$ cat src/rtl/gpio_led_fsm_pkg.sv
// Shared types, constants and the pattern function for the GPIO LED
// sequencer. When GPIO_LED_ACTIVE_LOW_EN is defined, every pattern and the
// LED reset value are inverted for boards with active-low LEDs.
package gpio_led_fsm_pkg;

  typedef enum logic [1:0] {
    WALK_L = 2'd0,
    WALK_R = 2'd1,
    BLINK  = 2'd2,
    FILL   = 2'd3
  } state_t;

  // Index of the final step of each state before moving on
  localparam logic [2:0] LAST_WALK_L = 3'd7;
  localparam logic [2:0] LAST_WALK_R = 3'd7;
  localparam logic [2:0] LAST_BLINK  = 3'd3;
  localparam logic [2:0] LAST_FILL   = 3'd7;

`ifdef GPIO_LED_ACTIVE_LOW_EN
  localparam logic       LED_ACTIVE_LOW = 1'b1;
  localparam logic [7:0] LED_RESET      = 8'hFF;
`else
  localparam logic       LED_ACTIVE_LOW = 1'b0;
  localparam logic [7:0] LED_RESET      = 8'h00;
`endif

  // Final step index for the given state
  function automatic logic [2:0] last_idx(state_t s);
    logic [2:0] last;
    case (s)
      WALK_L:  last = LAST_WALK_L;
      WALK_R:  last = LAST_WALK_R;
      BLINK:   last = LAST_BLINK;
      FILL:    last = LAST_FILL;
      default: last = 3'd0;
    endcase
    return last;
  endfunction

  // State that follows the given one once its last step has been shown
  function automatic state_t next_state_of(state_t s);
    state_t nxt;
    case (s)
      WALK_L:  nxt = WALK_R;
      WALK_R:  nxt = BLINK;
      BLINK:   nxt = FILL;
      FILL:    nxt = WALK_L;
      default: nxt = WALK_L;
    endcase
    return nxt;
  endfunction

  // LED drive value for a given state and step, already polarity-adjusted.
  // FILL wraps naturally at idx 7: 8'h02<<7 is 8'h00, minus one gives 8'hFF.
  function automatic logic [7:0] pattern(state_t s, logic [2:0] idx);
    logic [7:0] raw;
    case (s)
      WALK_L:  raw = 8'h01 << idx;
      WALK_R:  raw = 8'h80 >> idx;
      BLINK:   raw = idx[0] ? 8'h00 : 8'hFF;
      FILL:    raw = (8'h02 << idx) - 8'h01;
      default: raw = 8'h00;
    endcase
    return LED_ACTIVE_LOW ? ~raw : raw;
  endfunction

endpackage

$ cat src/rtl/gpio_led_tick_gen.sv
// Prescaler for the LED sequencer: counts 0..TICK_DIV-1 and raises a
// one-cycle step tick on the final count. TICK_DIV=1 ticks every cycle.
module gpio_led_tick_gen #(
  parameter int TICK_DIV = 4
) (
  input  logic clk,
  input  logic reset,
  output logic tick
);

  localparam int CW = (TICK_DIV > 1) ? $clog2(TICK_DIV) : 1;
  localparam logic [CW-1:0] TERMINAL = CW'(TICK_DIV - 1);

  logic [CW-1:0] count;

  assign tick = (count == TERMINAL);

  // Free-running divider that wraps to zero on the tick cycle
  always_ff @(posedge clk) begin
    if (!reset) begin
      count <= '0;
    end else if (tick) begin
      count <= '0;
    end else begin
      count <= count + CW'(1);
    end
  end

endmodule

$ cat src/rtl/gpio_led_fsm.sv
// Free-running LED pattern sequencer: walk-left, walk-right, blink,
// bar-fill, repeat. Each step is held for TICK_DIV clocks and the LED
// output is registered one cycle behind the state/index.
// Optional macro GPIO_LED_ACTIVE_LOW_EN inverts all LED values.
module gpio_led_fsm
  import gpio_led_fsm_pkg::*;
#(
  parameter int TICK_DIV = 4
) (
  input  logic       clk,
  input  logic       reset,
  output logic [7:0] GPIO_LED
);

  state_t     state;
  state_t     next_state;
  logic [2:0] idx;
  logic [2:0] next_idx;
  logic [7:0] next_led;
  logic       tick;

  gpio_led_tick_gen #(
    .TICK_DIV(TICK_DIV)
  ) u_tick_gen (
    .clk  (clk),
    .reset(reset),
    .tick (tick)
  );

  // State, step index and LED output register with synchronous reset
  always_ff @(posedge clk) begin
    if (!reset) begin
      state    <= WALK_L;
      idx      <= 3'd0;
      GPIO_LED <= LED_RESET;
    end else begin
      state    <= next_state;
      idx      <= next_idx;
      GPIO_LED <= next_led;
    end
  end

  // Step advance on tick, state hand-off after the last step, illegal recovery
  always_comb begin
    next_state = state;
    next_idx   = idx;
    next_led   = pattern(state, idx);
    case (state)
      WALK_L, WALK_R, BLINK, FILL: begin
        if (tick) begin
          if (idx == last_idx(state)) begin
            next_idx   = 3'd0;
            next_state = next_state_of(state);
          end else begin
            next_idx = idx + 3'd1;
          end
        end
      end
      default: begin
        next_state = WALK_L;
        next_idx   = 3'd0;
      end
    endcase
  end

endmodule

$ cat config.mk
export PLATFORM = sky130hd
export DESIGN_NAME = gpio_led_fsm
export DESIGN_NICKNAME = d
export VERILOG_FILES = /design/src/rtl/gpio_led_fsm_pkg.sv /design/src/rtl/gpio_led_tick_gen.sv /design/src/rtl/gpio_led_fsm.sv
export SDC_FILE = /design/constraint.sdc
export NUM_CORES = 1
export LEC_CHECK = 0
export CORE_MARGIN = 3
export CORE_UTILIZATION = 53
export CTS_CLUSTER_SIZE = 16
export DETAILED_ROUTE_END_ITERATION = 7
export PLACE_DENSITY = 0.76
export SETUP_SLACK_MARGIN = 0.1
export SYNTH_ARGS = -nofsm -noshare
export SYNTH_HDL_FRONTEND = slang
export SYNTH_SLANG_ARGS = --single-unit
$ cat constraint.sdc
create_clock -name clk -period 1.6 [get_ports clk]
set_input_delay 0.16 -clock clk [delete_from_list [all_inputs] [get_ports clk]]
set_output_delay 0.16 -clock clk [all_outputs]
set_load 0.02 [all_outputs]
* Yosys cells after proc, flatten, opt, wreduce, memory -nomap -nowiden
Cells that the tools add are included.
** Storage, ports and cells
- Output and inout bits :: 8
- Bits in registers :: 15
** Cells by class
- Shift-type cells :: 3
- Reduce and logical (&&, ||, !) cells :: 5
- Add/subtract/negate cells :: 3
- Mux-type cells :: 12
- Eq/ne operators :: 7
- Bitwise operators :: 1
** Operators by type and width (number)
- one-hot mux 8 bit (4 select lines) :: 1
- two-way mux 3 bit :: 5
- two-way mux 8 bit :: 1
- one-hot mux 2 bit (4 select lines) :: 1
- left shift 1 x 3 -> 8 bit (first input constant) :: 1
- left shift 2 x 3 -> 8 bit (first input constant) :: 1
- >> shifter 8 x 3 -> 8 bit (first input constant) :: 1
- subtractor 8 x 1 -> 8 bit (second input constant) :: 1
- == test 2 bit (second input constant) :: 3
- two-way mux 2 bit :: 3
- one-hot mux 3 bit (2 select lines) :: 1
- != test 2 bit (second input constant) :: 2
- OR reduction 4 bit :: 1
- adder 3 x 1 -> 3 bit (second input constant) :: 1
- == test 3 bit :: 1
- OR reduction 3 bit :: 1
- adder 2 x 1 -> 2 bit (second input constant) :: 1
- == test 2 x 1 -> 1 bit (second input constant) :: 1
- zero test 2 bit :: 1
- AND reduction 2 bit :: 1
- OR reduction 2 bit :: 1
- NOT 1 bit :: 1

* Depth between registers and ports, before layout
Gate-level depths: netlist of run 1.
- Depth after elaboration :: 9
- Gate-level depth with buffers :: 7

* Hierarchy
From an unflattened synthesis of run 1, not the netlist that was laid out.
** Unflattened totals
- Cell total of the unflattened synthesis :: 101
- Area total of the unflattened synthesis :: 914.6 µm²
** By module, submodules not included
- gpio_led_fsm :: area each 840.8 µm², seq. area each 260.2 µm², instances 1, cells each 96
- gpio_led_tick_gen :: area each 73.8 µm², seq. area each 40.0 µm², instances 1, cells each 5

* Worst setup path after synthesis of run 1
No wires, ideal clock.
- Path type :: reg2reg
- Start :: register idx[1]
- End :: register GPIO_LED[4]
- Setup time :: 139 ps
- Arrival :: 1282 ps
- Cell stages (with the launch flop) :: 6
- Required time :: 1461 ps
- Setup slack :: 179 ps
- Clock period less this slack :: 1421 ps
- Path through :: dfxtp_1 > ha_1 > ha_1 > or3_1 > nand3_1 > a311oi_1
** Between the ends
- Word-level cells in the longest chain between the ends :: 3
** RTL lines
- from (decl) :: RTL line gpio_led_fsm.sv:17 : logic [2:0] idx;
- from (signal assigned) :: RTL line gpio_led_fsm.sv:38 : idx <= next_idx;
- left shift 2 x 3 -> 8 bit :: RTL line gpio_led_fsm_pkg.sv:61 : FILL: raw = (8'h02 << idx) - 8'h01;
- subtractor 8 x 1 -> 8 bit :: RTL line gpio_led_fsm_pkg.sv:61
- one-hot mux 8 bit (4 select lines) (*) :: RTL line gpio_led_fsm_pkg.sv:57 : case (s)
- to (signal assigned) :: RTL line gpio_led_fsm.sv:39 : GPIO_LED <= next_led;
- to (decl) :: RTL line gpio_led_fsm.sv:12 : output logic [7:0] GPIO_LED
Every way passes the cells marked *; elsewhere a longest branch is shown, timed or not.
A chain may end at the register's enable or synchronous reset.

* Worst setup path in the final report of run 1
Ends and elaborated chain as after synthesis.

==> load_flow_metrics.sql, run 1 <==
INSERT INTO impl_metrics (metric_group, metric, value, unit) VALUES
('status', 'run_status', 'finished, final reports clean', ''),
('final_layout', 'share_of_cells_above_drive_strength_1', '0.219', ''),
('yosys', 'synth.ff_latch_count', '15', ''),
('routing', 'routed_wirelength', '1.78', 'mm'),
('worst_setup_path', 'critical_path_depth', '5', ''),
('routing', 'drtIter0Drc', '21', ''),
('die', 'floorplan.initialDensity', '0.571', ''),
('yosys', 'mappedNetlistNets', '113', ''),
('clock_tree', 'postCtsHoldBufs', '0', ''),
('yosys', 'post-synth-top-count-cell', 'sky130_fd_sc_hd__dfxtp_1', ''),
('final_layout', 'fraction_of_the_core_area_covered_by_cells_at_the_end_of_the_flow', '0.693', ''),
('clock_tree', 'clk_pin_slew', '0.09', 'ns'),
('die', 'rows', '14', ''),
('place', 'post_dp_cell_area', '1000', 'um^2'),
('yosys', 'synthesized_area', '880', 'um^2'),
('pwr', 'design_power_total', '726', 'uW'),
('pwr', 'int_power', '525', 'uW'),
('place', 'gpl.final_weighted_congestion', '0.832', ''),
('routing', 'avgRoutedWirePerCell', '13.7', 'um'),
('sta', 'final_hold_viol_count', '0', ''),
('yosys', 'ys_seq_area_frac', '0.341', ''),
('pwr', 'p_sw', '201', 'uW'),
('yosys', 'synthesis.yosys.warnings', '0', ''),
('place', 'portBuffers', '9', ''),
('clock_tree', 'htreeDepth', '1', ''),
('min_path', 'hold_path_depth', '1', ''),
('sta', 'period_needed', '1.48', 'ns'),
('yosys', 'synthTopCellsByArea', 'sky130_fd_sc_hd__dfxtp_1, sky130_fd_sc_hd__ha_1, sky130_fd_sc_hd__a21oi_1', ''),
('worst_setup_path', 'worstPathBufferInverterCount', '0', ''),
('final_layout', 'design_area', '1070', 'um^2'),
('worst_setup_path', 'worst-endpoint-required', '1.79', 'ns'),
('sta', 'fmax', '0.678', 'GHz'),
('final_layout', 'areaGrowthSynthToFinish', '21.5', '%'),
('worst_setup_path', 'crit_start', 'idx[1]$_SDFFE_PN0P_', ''),
('yosys', 'netlist-cell-type-count', '30', ''),
('grt', 'grt-ovfl-total', '0', ''),
('pwr', 'ir_worst_vdd', '0.499', 'mV'),
('routing', 'remaining_drc_errors', '0', ''),
('sta', 'layout_worst_path_cycle_share', '0.922', ''),
('clock_tree', 'clock_insertion_delay_worst_skew', '0.30', 'ns'),
('clock_tree', 'ctsLongestPathBuffers', '2', ''),
('worst_setup_path', 'cp_max_fanout', '7', ''),
('worst_setup_path', 'crit_slowest_cell', 'sky130_fd_sc_hd__dfxtp_4', ''),
('worst_setup_path', 'cp_common_cell', 'sky130_fd_sc_hd__ha_1', ''),
('sta', 'setup-violations-final', '0', ''),
('sta', 'timing_max_transition_violations_final', '0', ''),
('sta', 'final.setup_skew', '0.00345', 'ns'),
('grt', 'grt.total_usage', '0.196', ''),
('clock_tree', 'cts_tree', 'yes', ''),
('worst_setup_path', 'critPathCaptureType', 'flop', ''),
('yosys', 'number_of_synthesized_flops_with_an_enable_pin', '0', ''),
('grt', 'first_global_vias', '690', ''),
('worst_setup_path', 'startpoint_type', 'flop', ''),
('sta', 'tightestPinTransition', '0.332', 'ns'),
('routing', 'ant_nets', '0', ''),
('clock_tree', 'clock-root-buffer', 'sky130_fd_sc_hd__clkbuf_4', ''),
('die', 'die_height', '46.7', 'um'),
('pwr', 'power.clock.fraction', '0.320', ''),
('worst_setup_path', 'ff2ff_setup_slack', '0.12', 'ns'),
('yosys', 'synth_top_cell_by_area', 'sky130_fd_sc_hd__dfxtp_1', ''),
('sta', 'final.setup.tns', '0', 'ns'),
('yosys', 'post_synth_most_frequent_cells', 'sky130_fd_sc_hd__dfxtp_1, sky130_fd_sc_hd__ha_1, sky130_fd_sc_hd__a21oi_1, sky130_fd_sc_hd__nand2_1, sky130_fd_sc_hd__o21ai_0', ''),
('die', 'area_of_the_die', '2180', 'um^2'),
('worst_setup_path', 'worst_r2r_endpoint', 'GPIO_LED[4]$_SDFF_PN0_', ''),
('worst_setup_path', 'crit-reg2reg-launch', 'idx[1]$_SDFFE_PN0P_', ''),
('sta', 'rsz0062_at_grt', 'yes', ''),
('yosys', 'syn-mean-instance-area', '8.88', 'um^2'),
('worst_setup_path', 'crit_path_cell_trace', 'ha_1, ha_1, or3_1, nand3_1, a311oi_2', ''),
('min_path', 'hold_class', 'reg -> reg', ''),
('routing', 'tritonroute_pass_1_iters', '4', ''),
('worst_setup_path', 'critPathCapture', 'GPIO_LED[4]$_SDFF_PN0_', '');
## power groups by stage
stage	logic, mW	registers (mW)	clock network [mW]
2_1_floorplan	0.0569	0.412	0
3_3_place_gp	0.0915	0.406	0
3_5_place_dp	0.0939	0.406	0
4_1_cts	0.0936	0.396	0.235
5_1_grt	0.110	0.399	0.245
6_report	0.0972	0.397	0.232
## stage by stage
| stage | cells | hold WS [ns] | setup WS [ns] |
|---|---|---|---|
| after floorplan | 99 | 0.278 | 0.179 |
| after global placement | 126 | 0.446 | 0.0199 |
| after detailed placement | 126 | 0.455 | -0.0469 |
| after CTS | 130 | 0.470 | 0.0576 |
| after global routing | 130 | 0.492 | 0.0779 |
| final | 130 | 0.464 | 0.124 |
## final cells by class
cell class	instances	area, um^2
clock buffer	3	22.5
inverter	7	26.3
fill	127	473
multi-input combinational	73	553
sequential	15	307
tap	16	20.0
clock inverter	1	5.00
timing repair buffer	15	135
## cells by family (layout without fill, tap and decap cells)
group / after synthesis / count (layout) / synth area share
buf+inv: 11 / 26 / 0.0668
flops: 15 / 15 / 0.341
fa+ha+maj: 12 / 12 / 0.171
mux: 3 / 3 / 0.0341
xor+xnor: 2 / 2 / 0.0199
compound gates: 29 / 29 / 0.205
simple gates: 27 / 27 / 0.162
## worst min path at each step
stage,from,to
after CTS,u_tick_gen.count[0]$_SDFF_PP0_,u_tick_gen.count[0]$_SDFF_PP0_
after floorplan,reset,idx[0]$_SDFFE_PN0P_
after global routing,u_tick_gen.count[0]$_SDFF_PP0_,u_tick_gen.count[0]$_SDFF_PP0_
after global placement,u_tick_gen.count[0]$_SDFF_PP0_,u_tick_gen.count[0]$_SDFF_PP0_
final,u_tick_gen.count[0]$_SDFF_PP0_,u_tick_gen.count[0]$_SDFF_PP0_
after detailed placement,u_tick_gen.count[0]$_SDFF_PP0_,u_tick_gen.count[0]$_SDFF_PP0_
## per-layer routing
layer  global-route usage  up-vias  share of wire
met5                    0        -              0
met4                0.122        0          0.020
met3               0.0345        5          0.045
met2                0.305       22           0.47
met1                0.250      341           0.46
li1                     -      382              -
## layout by cell type (no fill, tap or decap), types with 2 or more instances in the layout
master / Yosys / final
sky130_fd_sc_hd__nor3b_1: 2 / 2
sky130_fd_sc_hd__a211oi_1: 3 / 3
sky130_fd_sc_hd__nand2_1: 9 / 9
sky130_fd_sc_hd__inv_1: 6 / 5
sky130_fd_sc_hd__buf_4: 0 / 6
sky130_fd_sc_hd__ha_2: 0 / 3
sky130_fd_sc_hd__dfxtp_2: 0 / 2
sky130_fd_sc_hd__inv_2: 1 / 2
sky130_fd_sc_hd__nor2_1: 3 / 3
sky130_fd_sc_hd__mux2i_1: 3 / 3
sky130_fd_sc_hd__clkbuf_4: 0 / 3
sky130_fd_sc_hd__xor2_1: 2 / 2
sky130_fd_sc_hd__a31oi_1: 3 / 3
sky130_fd_sc_hd__o21ai_0: 7 / 7
sky130_fd_sc_hd__clkdlybuf4s50_1: 0 / 9
sky130_fd_sc_hd__nand3_1: 4 / 4
sky130_fd_sc_hd__a21oi_1: 9 / 9
sky130_fd_sc_hd__ha_1: 12 / 9
sky130_fd_sc_hd__dfxtp_1: 15 / 12
## state kept, by name, indices dropped and copies added, names as in the netlist
name	cells
idx	3
state	2
u_tick_gen.count	2
GPIO_LED	8
## what timing repair did
action | 4_1_cts | 5_1_grt
hold endpoints to repair | 0 | 0
setup buffers | 0 | 0
setup endpoints to repair | 3 | 6
gates resized for setup | 3 | 9
Note: power is estimated with default switching activity, not from simulation.
==> inputs of run 2 (changes only) <==
--- a/config.mk
+++ b/config.mk
@@ -10,6 +10,7 @@
 export CTS_CLUSTER_SIZE = 16
 export DETAILED_ROUTE_END_ITERATION = 7
 export PLACE_DENSITY = 0.76
+export REMOVE_ABC_BUFFERS = 1
 export SETUP_SLACK_MARGIN = 0.1
 export SYNTH_ARGS = -nofsm -noshare
 export SYNTH_HDL_FRONTEND = slang
==> run 2 against run 1 <==
Net effect: design area rose by 6.1%; die area did not move; clock-buffer cell count rose by 1; fmax rose by 1.7%; clock skew fell by 0.0014 ns; clock power fell by 6%; highest routed layer unchanged; final cell count rose by 0.77%; sequential share of layout area fell by 1.1 points; sequential power barely moved; wire length rose by 6.6%; via count rose by 4.8%; setup slack improved by 0.024 ns.
==> load_flow_metrics.sql, run 2 (synthesis results as in run 1) <==
INSERT INTO impl_metrics (metric_group, metric, value, unit) VALUES
('status', 'run_status', 'finished, final reports clean', ''),
('worst_setup_path', 'worstPathBufferInverterCount', '1', ''),
('pwr', 'power.leakage', '0.439', 'nW'),
('clock_tree', 'clock_insertion_delay_worst_skew', '0.28', 'ns'),
('grt', 'grt-ovfl-total', '0', ''),
('clock_tree', 'inserted_clock_buffers', '3', ''),
('final_layout', 'design.final.nets', '130', ''),
('final_layout', 'reg.largest.list', 'GPIO_LED (8), idx (3)', ''),
('sta', 'final.setup.tns', '0', 'ns'),
('final_layout', 'antenna-diode-count', '0', ''),
('worst_setup_path', 'startpoint_type', 'flop', ''),
('worst_setup_path', 'cp_max_fanout', '5', ''),
('min_path', 'hold_class', 'reg -> reg', ''),
('pwr', 'design_power_total', '714', 'uW'),
('clock_tree', 'clock-root-buffer', 'sky130_fd_sc_hd__clkbuf_4', ''),
('sta', 'fmax', '0.689', 'GHz'),
('run', 'cap_violations', '0', ''),
('clock_tree', 'clock_sinks', '15', ''),
('clock_tree', 'cts_tree', 'yes', ''),
('worst_setup_path', 'rr_worst_depth', '6', ''),
('grt', 'first_global_vias', '695', ''),
('die', 'ios', '10', ''),
('die', 'horizontal_die_dimension', '46.7', 'um'),
('worst_setup_path', 'critical_path_depth', '6', ''),
('grt', 'grt.total_usage', '0.186', ''),
('worst_setup_path', 'worst-endpoint-required', '1.76', 'ns'),
('routing', 'remaining_drc_errors', '0', ''),
('worst_setup_path', 'worst_path_max_stage_delay', '0.36', 'ns'),
('sta', 'slew_headroom', '0.807', ''),
('sta', 'final.setup_skew', '0.00204', 'ns'),
('place', 'dpl.hpwl', '1.27', 'mm'),
('die', 'core_area', '1540', 'um^2'),
('final_layout', 'layout.cells.most_common', 'sky130_fd_sc_hd__dfxtp_1', ''),
('worst_setup_path', 'ff2ff_setup_slack', '0.15', 'ns'),
('routing', 'drtIter0Drc', '36', ''),
('final_layout', 'share_of_cells_above_drive_strength_1', '0.252', ''),
('sta', 'tightestPinTransition', '0.287', 'ns'),
('sta', 'final_hold_viol_count', '0', ''),
('worst_setup_path', 'crit-reg2reg-launch', 'idx[1]$_SDFFE_PN0P_', ''),
('final_layout', 'final_cell_mix', 'sky130_fd_sc_hd__dfxtp_1, sky130_fd_sc_hd__nand2_1, sky130_fd_sc_hd__a21oi_1, sky130_fd_sc_hd__clkdlybuf4s50_1', ''),
('final_layout', 'largest_register', 'GPIO_LED', ''),
('final_layout', 'max_reg_flops', '8', ''),
('final_layout', 'areaGrowthSynthToFinish', '28.9', '%'),
('sta', 'layout_worst_path_cycle_share', '0.907', ''),
('routing', 'ant_nets', '0', ''),
('routing', 'route.vias.total', '786', ''),
('routing', 'routed_wirelength', '1.90', 'mm'),
('clock_tree', 'clk_pin_slew', '0.09', 'ns'),
('die', 'floorplan.initialDensity', '0.571', ''),
('place', 'gpl.final_weighted_congestion', '0.787', ''),
('sta', 'timing_max_transition_violations_final', '0', ''),
('routing', 'post_drt_via_cell_ratio', '6.00', ''),
('clock_tree', 'postCtsHoldBufs', '0', ''),
('pwr', 'ir_worst_vdd', '0.477', 'mV'),
('grt', 'grt_first_pass_wirelength', '2.93', 'mm'),
('grt', 'maximum_number_of_pins_on_one_net_before_global_route_repair', '18', ''),
('worst_setup_path', 'critPathCaptureType', 'flop', ''),
('routing', 'avgRoutedWirePerCell', '14.5', 'um'),
('final_layout', 'num-fill-cells', '115', ''),
('pwr', 'power_density', '630', 'nW/um^2'),
('clock_tree', 'htreeDepth', '1', ''),
('worst_setup_path', 'crit_path_cell_trace', 'inv_1, ha_2, nor3_4, or3_1, nand3_1, a311oi_1', ''),
('worst_setup_path', 'crit_slowest_cell', 'sky130_fd_sc_hd__dfxtp_4', ''),
('worst_setup_path', 'worstPathArrival', '1.62', 'ns'),
('routing', 'tritonroute_pass_1_iters', '4', ''),
('worst_setup_path', 'worst_r2r_endpoint', 'GPIO_LED[4]$_SDFF_PN0_', ''),
('sta', 'period_needed', '1.45', 'ns'),
('grt', 'grt_antenna_before_repair', '0', ''),
('worst_setup_path', 'critPathCapture', 'GPIO_LED[4]$_SDFF_PN0_', ''),
('die', 'area_of_the_die', '2180', 'um^2'),
('worst_setup_path', 'critical_path.top_delay_family', 'simple AND/OR/NAND/NOR gates', ''),
('place', 'portBuffers', '9', ''),
('worst_setup_path', 'crit_start', 'idx[1]$_SDFFE_PN0P_', ''),
('clock_tree', 'ctsLongestPathBuffers', '2', ''),
('sta', 'rsz0062_at_grt', 'yes', ''),
('die', 'die_height', '46.7', 'um'),
('worst_setup_path', 'worstSetupPathType', 'reg -> reg', ''),
('die', 'rows', '14', ''),
('sta', 'setup-violations-final', '0', '');
[run 2: final cells by class]
cell class              instances  area (um^2)  share of cell area
well taps                      16         20.0              0.0177
multi-input cells              73          602               0.531
repair buffers                 16          143               0.126
flip-flops and latches         15          313               0.276
clock buffers                   4         26.3              0.0232
inverters                       7         30.0              0.0265
[run 2: report_power, final]
group	switching, mW	internal (mW)	total, mW
clock network	0.120	0.0968	0.217
registers	0.00974	0.385	0.395
logic	0.0558	0.0469	0.103
[run 2: worst min path at each step]
stage	slack, ns	end	from	cells past startpoint
floorplan	0.28	idx[0]$_SDFFE_PN0P_	reset	1
CTS	0.48	u_tick_gen.count[0]$_SDFF_PP0_	u_tick_gen.count[0]$_SDFF_PP0_	1
global route	0.50	u_tick_gen.count[0]$_SDFF_PP0_	u_tick_gen.count[0]$_SDFF_PP0_	1
finish	0.47	u_tick_gen.count[0]$_SDFF_PP0_	u_tick_gen.count[0]$_SDFF_PP0_	1
detailed placement	0.47	u_tick_gen.count[0]$_SDFF_PP0_	u_tick_gen.count[0]$_SDFF_PP0_	1
global placement	0.44	u_tick_gen.count[0]$_SDFF_PP0_	u_tick_gen.count[0]$_SDFF_PP0_	1
[run 2: routing by layer]
metal,part of all wire,global-route usage,up-vias
li1,-,-,385
met1,0.43,0.230,354
met2,0.49,0.299,40
met3,0.062,0.0345,7
met4,0.024,0.110,0
met5,0,0,-
[run 2: timing repair]
action,4_1_cts,5_1_grt
hold endpoints to repair,0,0
setup endpoints to repair,3,8
gates resized for setup,3,20
buffers inserted,0,2
pin swaps,0,4
[run 2: stage by stage]
step	instances	setup WS (ns)	utilization	hold WS, ns	area (um^2)
2_1_floorplan	95	0.00181	-	0.278	847
3_3_place_gp	125	0.0569	0.645	0.444	995
3_5_place_dp	125	-0.0311	0.645	0.469	995
4_1_cts	129	0.0402	0.668	0.478	1030
5_1_grt	131	0.0576	0.735	0.504	1130
6_report	131	0.148	0.735	0.471	1130
==> inputs of run 3 (changes only) <==
--- a/config.mk
+++ b/config.mk
@@ -7,6 +7,7 @@
 export LEC_CHECK = 0
 export CORE_MARGIN = 3
 export CORE_UTILIZATION = 53
+export CTS_CLUSTER_DIAMETER = 40
 export CTS_CLUSTER_SIZE = 16
 export DETAILED_ROUTE_END_ITERATION = 7
 export PLACE_DENSITY = 0.76
==> results of run 3 <==
No change in the layout: final DEF, timing and power equal those of run 2.
